### src/rtl/bcd_mod_counter.sv
// bcd_mod_counter: two-digit BCD modulo counter (MIN_VAL..MAX_VAL) with up/down, validated load
// and same-cycle carry/borrow strobes so instances cascade on one clock.
module bcd_mod_counter #(
    parameter int MAX_VAL = 59,
    parameter int MIN_VAL = 0
) (
    input  logic       i_clk,
    input  logic       i_rst_n,
    input  logic       i_inc,
    input  logic       i_dec,
    input  logic       i_load,
    input  logic [3:0] i_new_tens,
    input  logic [3:0] i_new_units,
    output logic [3:0] o_tens,
    output logic [3:0] o_units,
    output logic       o_at_max,
    output logic       o_at_min,
    output logic       o_carry,
    output logic       o_borrow,
    output logic       o_load_err
);
    localparam logic [7:0] MIN_V = 8'(MIN_VAL);
    localparam logic [7:0] SPAN  = 8'(MAX_VAL - MIN_VAL);
    localparam logic [3:0] MAX_T = 4'(MAX_VAL / 10);
    localparam logic [3:0] MAX_U = 4'(MAX_VAL % 10);
    localparam logic [3:0] MIN_T = 4'(MIN_VAL / 10);
    localparam logic [3:0] MIN_U = 4'(MIN_VAL % 10);

    generate
        if (MIN_VAL < 0 || MIN_VAL >= MAX_VAL || MAX_VAL > 99) begin : g_bad_params
            $error("bcd_mod_counter: illegal MIN_VAL/MAX_VAL combination");
        end
    endgenerate

    logic [3:0] r_tens, r_units;
    logic       r_load_err;
    logic [7:0] w_val, w_new_val;
    logic       w_legal, w_load_ok, w_up, w_down;
    logic [3:0] w_tens_nx, w_units_nx;

    assign w_val     = 8'(r_tens) * 8'd10 + 8'(r_units);
    assign w_new_val = 8'(i_new_tens) * 8'd10 + 8'(i_new_units);
    // Unsigned wrap of (v - MIN) turns the two-sided range test into one compare
    assign w_legal   = r_tens <= 4'd9 && r_units <= 4'd9 && (w_val - MIN_V) <= SPAN;
    assign w_load_ok = i_new_tens <= 4'd9 && i_new_units <= 4'd9 && (w_new_val - MIN_V) <= SPAN;
    assign w_up      = i_inc & ~i_dec & ~i_load;
    assign w_down    = i_dec & ~i_inc & ~i_load;

    assign o_tens     = r_tens;
    assign o_units    = r_units;
    assign o_at_max   = r_tens == MAX_T && r_units == MAX_U;
    assign o_at_min   = r_tens == MIN_T && r_units == MIN_U;
    assign o_carry    = w_up & o_at_max;
    assign o_borrow   = w_down & o_at_min;
    assign o_load_err = r_load_err;

    always_comb begin
        {w_tens_nx, w_units_nx} = {r_tens, r_units};
        if (i_load)
            {w_tens_nx, w_units_nx} = w_load_ok ? {i_new_tens, i_new_units} : {r_tens, r_units};
        else if (w_up)
            {w_tens_nx, w_units_nx} = (!w_legal || o_at_max) ? {MIN_T, MIN_U} :
                                      r_units == 4'd9 ? {r_tens + 4'd1, 4'd0} :
                                      {r_tens, r_units + 4'd1};
        else if (w_down)
            {w_tens_nx, w_units_nx} = !w_legal ? {MIN_T, MIN_U} :
                                      o_at_min ? {MAX_T, MAX_U} :
                                      r_units == 4'd0 ? {r_tens - 4'd1, 4'd9} :
                                      {r_tens, r_units - 4'd1};
    end

    always_ff @(posedge i_clk or negedge i_rst_n) begin
        if (!i_rst_n) begin
            r_tens     <= MIN_T;
            r_units    <= MIN_U;
            r_load_err <= 1'b0;
        end else begin
            r_tens     <= w_tens_nx;
            r_units    <= w_units_nx;
            r_load_err <= i_load & ~w_load_ok;
        end
    end
endmodule
### config.mk
export PLATFORM = sky130hd
export DESIGN_NAME = bcd_mod_counter
export DESIGN_NICKNAME = d
export VERILOG_FILES = /design/src/rtl/bcd_mod_counter.sv
export SDC_FILE = /design/constraint.sdc
export NUM_CORES = 1
export LEC_CHECK = 0
export CORE_MARGIN = 8
export CORE_UTILIZATION = 55
export DETAILED_ROUTE_END_ITERATION = 10
export HOLD_SLACK_MARGIN = 0.1
export PLACE_DENSITY = 0.82
export RECOVER_POWER = 50
export SLEW_MARGIN = 10
export SYNTH_ARGS = -nofsm -noshare
export SYNTH_HDL_FRONTEND = slang
export SYNTH_SLANG_ARGS = --single-unit
### constraint.sdc
create_clock -name i_clk -period 7.9 [get_ports i_clk]
set_input_delay 1.185 -clock i_clk [delete_from_list [all_inputs] [get_ports i_clk]]
set_output_delay 1.185 -clock i_clk [all_outputs]
set_load 0.05 [all_outputs]
After elaboration in Yosys (flattened, before gate mapping) --
Cells that the tools add are included.
Word-level totals: register bits 9, input port bits 13, output and inout bits 13
Operators by class: reductions and logical operators 13, add/sub/neg operators 6, eq/ne operators 5, multipliers 2, magnitude comparators 6, multiplexer cells 12, bitwise logic cells 11
Operators with widths (number):
- 2-to-1 mux 8 bit | 6
- 2-to-1 mux 4 bit | 6
- adder 8 x 4 -> 8 bit | 2
- <= comparator 4 bit (second input constant) | 4
- <= comparator 8 x 6 -> 1 bit (second input constant) | 2
- multiplier 4 x 3 -> 7 bit (second input constant) | 2
- adder 4 x 1 -> 4 bit (second input constant) | 2
- logical NOT 4 bit | 2
- subtractor 4 x 1 -> 4 bit (second input constant) | 2
- AND 1 bit | 7
- logical AND 1 bit | 6
- != test 5 x 3 -> 1 bit (second input constant) | 1
- == test 4 x 3 -> 1 bit (second input constant) | 1
- == test 4 bit (second input constant) | 1
- != test 4 x 2 -> 1 bit (second input constant) | 1
- inverter 1 bit | 4
- AND reduction 4 bit | 1
- nonzero test 3 bit | 1
- != test 2 x 1 -> 1 bit (second input constant) | 1
- AND reduction 2 bit | 1
- logical NOT 1 bit | 1
- logical OR 1 bit | 1

Logic depth before layout (Yosys ltp) --
depth after elaboration 9, mapped depth 10, gate-level depth less buffers 9

Worst setup path after synthesis --
Ideal clock, no wire load.
kind register -> output, start point reg r_units[1], in the netlist o_units[1], end point out o_borrow, buffers on the path 0, cell stages (with the launch flop) 4, arrival 2890 ps, path slack 3825 ps, required time 6715 ps, path through dfrtp_1 or4_4 nor4b_2 and3_1
On the way: longest elaborated chain between the ends 3
RTL lines:
- start, declared | RTL line 35 | logic [3:0] r_tens, r_units;
- start signal, assigned | RTL line 79 | r_units <= w_units_nx;
- logical NOT 4 bit | RTL line 52 | assign o_at_min = r_tens == MIN_T && r_units == MIN_U;
- logical AND 1 bit | RTL line 52
- named net o_at_min | RTL line 17 | output logic o_at_min,
- AND 1 bit | RTL line 54 | assign o_borrow = w_down & o_at_min;
- end, declared | RTL line 19 | output logic o_borrow,
The timed path passes the listed nets, and every way through them passes these cells.

Worst setup path in the final report --
start point in i_load, end point out o_carry
On the way: longest elaborated chain between the ends 3
RTL lines:
- start, declared | RTL line 11 | input logic i_load,
- inverter 1 bit | RTL line 46 | assign w_up = i_inc & ~i_dec & ~i_load;
- AND 1 bit | RTL line 46
- AND 1 bit | RTL line 53 | assign o_carry = w_up & o_at_max;
- end, declared | RTL line 18 | output logic o_carry,
No other way between the ends.

==> summary.md <==
| Metric | Value |
|---|---|
| Initial core utilization | 57.5% |
| Final min period | 4.76 ns |
| Share of cells above drive strength 1 | 9.95% |
| Yosys reg bits | 9 |
| Initial drt markers | 69 |
| Total number of vias | 1,569 |
| Area Growth Syn to Fin | 16.1% |
| Crit-path most repeated cell | clkdlybuf4s50_1 |
| Tightest Pin Transition | 1.09 ns |
| CTS resizes | 0 |
| Die Wd | 69.5 um |
| Total power | 584 uW |
| Cts hold-fix bufs | 0 |
| Setup Total Neg Slack | 0 ns |
| Synth async-reset ratio | 100% |
| Bufs and invs on worst path | 3 |
| Sequential fraction of the synthesis area | 14.3% |
| Clk_lat worst skew | 0.27 ns |
| Clock skew | 0.00180 ns |
| Outcome | finished clean |
| Cell Chain, Critical Path | clkdlybuf4s50_1, nor3b_1, buf_4, nand2_1, nor2_1, clkdlybuf4s50_1 |
| Post-Route WL | 4.12 mm |
| # setup viols final | 0 |
| Setup Crit Path Kind | in -> out |
| Fmax | 210 MHz |
| Worst Path Max Fanout | 20 |
| Final slew viol count | 0 |
| Slowest cell delay on critical path | 0.81 ns |
| Cell Area, Synth | 1570 um^2 |
| Final core utilization | 66.8% |
| Final nets | 246 |
| First-pass GRT wire length | 7.15 mm |
| Fin. Hold Viols | 0 |
| Worst vdd ir | 0.252 mV |
| Residual DRC | 0 |
| Syn Nets | 226 |
| Root Driver | clkbuf_4 |
| Clk slew on worst S/H paths | 0.07 ns |
| Number of distinct library cells after synthesis | 61 |
| Area leader, netlist | dfrtp_1 |
| Antenna viol nets, final | 0 |
| # fillers | 221 |
| Synth top area share | 14.3% |
| Synth top area cells | dfrtp_1, ha_1, a21oi_1, fa_1, o21ai_0 |
| Place WS | 3.16 ns |
| Setup repair bufs after CTS | 0 |
| Max H-tree Level | 1 |
| Final critical-path share of the clock period | 60.3% |
| Diodes inserted | 0 |
| Num CTS Buffers | 3 |
| Die Span Y | 69.5 um |
| Min setup slack post-route | 3.14 ns |
| Per-cell routed wire length | 17.0 um |
| Leak pwr | 0.000705 uW |
| I/O pin count | 26 |
| GR Util All Layers | 16.8% |
| P per Cell Area | 320 nW/um^2 |
| Max-Cap Viols | 0 |
| Vias/cell | 6.48 |
| TritonRoute pass-1 iters | 4 |
| Clock Path Buffers | 2 |
| # clock sinks | 9 |
| Data arrival, critical path | 3.58 ns |
| CP max-delay cell | clkdlybuf4s50_1 |
| CTS tree | yes |
| Synthesis Warnings | 0 |
| Vias in the first global route | 1,495 |
| CP required | 6.71 ns |
| HP Class | reg -> reg |
| Die area | 4830 um^2 |
| Core Region | 2730 um^2 |
| Crit path launch type | input pin |
| RSZ-0062 raised after global routing | false |
| Largest net degree at the start of global routing | 21 |
| R2r setup slk | 3.99 ns |
| # rows | 19 |
| Remaining Overflow, GRT | 0 |
| Worst rel slew slack | 27.3% |
| CP delay by family, top | buffers and inverters |
| IO buf count | 25 |
| Commonest cells in the netlist | a21oi_1, ha_1, nor2_1 |
| Primary FF master, synth | dfrtp_1 |
| EDFF count, synth | 0 |
| Post-Synthesis Cells | 192 |
| Initial antenna violation count | 0 |
| CP endpoint kind | output port |
| Mapped Avg Cell Area | 8.19 um^2 |
| Routability Congestion | 0.967 |
| Post-DP HPWL | 3.17 mm |
-- logic make-up after synthesis --
kind of cell | count (synthesis) | share of synthesized area, %
AOI/OAI and AO/OA | 67 | 31.2
and+or+nand+nor | 65 | 23.5
buffers and inverters | 22 | 7.32
adders and majority gates | 21 | 18.6
DFF | 9 | 14.3
xor gates and xnor gates | 5 | 2.78
muxes | 3 | 2.23
-- per-layer routing --
metal,part of all wire [%],vias to the layer above,track usage [%],wire length [um]
li1,-,772,-,-
met1,46,735,23.0,1910
met2,46,58,26.7,1910
met3,6.3,4,3.29,259
met4,0.87,0,2.73,36
met5,0,-,0,0
-- placed cells by master, fill, tap and decap left out, drive strengths merged, types with 7 or more instances in the layout --
cell           netlist  routed
clkdlybuf4s50        0      18
a21oi               18      18
ha                  17      17
nor2                14      14
nand2               12      12
o21ai               11      11
inv                 10      10
dfrtp                9       9
nand3                8       8
dlygate4sd3          0       7
a31oi                7       7
-- state kept, by name (all words and copies together) (netlist names) --
signal and flops:
o_units 4, o_load_err 1, o_tens 4
-- stage by stage --
stage | cell area, um^2 | std cells | hold slack [ns]
floorplan | 1570 | 192 | 0.889
global placement | 1800 | 238 | 0.724
detailed placement | 1800 | 238 | 0.736
CTS | 1830 | 242 | 0.735
global route | 1830 | 242 | 0.814
finish | 1830 | 242 | 0.734
-- worst register-to-register path, delay by kind of cell (launching register included) --
kind	cells	cell delay, ns
multiplexers	1	0.37
flip-flops	1	0.59
AO/OA/AOI/OAI	4	1.61
AND/OR/NAND/NOR	1	0.12
adder cells (fa/ha/maj)	3	1.10
-- report_power, final --
group / switching [uW] / leakage (uW) / internal [uW] / total, uW
sequential: 58.3 / 0.000114 / 62.5 / 121
combinational: 257 / 0.000576 / 168 / 425
clock: 18.5 / 0.0000150 / 19.6 / 38.0
total: 334 / 0.000705 / 250 / 584
-- cell type report --
| class | instances | area (um^2) | area share, % |
|---|---|---|---|
| Timing Repair Buffer | 27 | 265 | 14.5 |
| Tap cell | 31 | 38.8 | 2.12 |
| Sequential cell | 9 | 225 | 12.3 |
| Clock buffer | 4 | 26.3 | 1.44 |
| Multi-Input combinational cell | 161 | 1230 | 67.5 |
| Inverter | 10 | 37.5 | 2.06 |
-- path summary, 6_finish.rpt --
path	startpoint	endpoint	cells after the start
hold / removal	o_units[2]	o_units[2]	2
max in group asynchronous	i_rst_n	o_units[2]	1
hold reg to reg	o_units[2]	o_units[2]	2
setup reg to reg	o_tens[3]	o_tens[0]	9
setup / recovery	i_load	o_carry	6
min in group asynchronous	i_rst_n	o_units[3]	1
No activity file was read; power rests on OpenSTA's default activity.
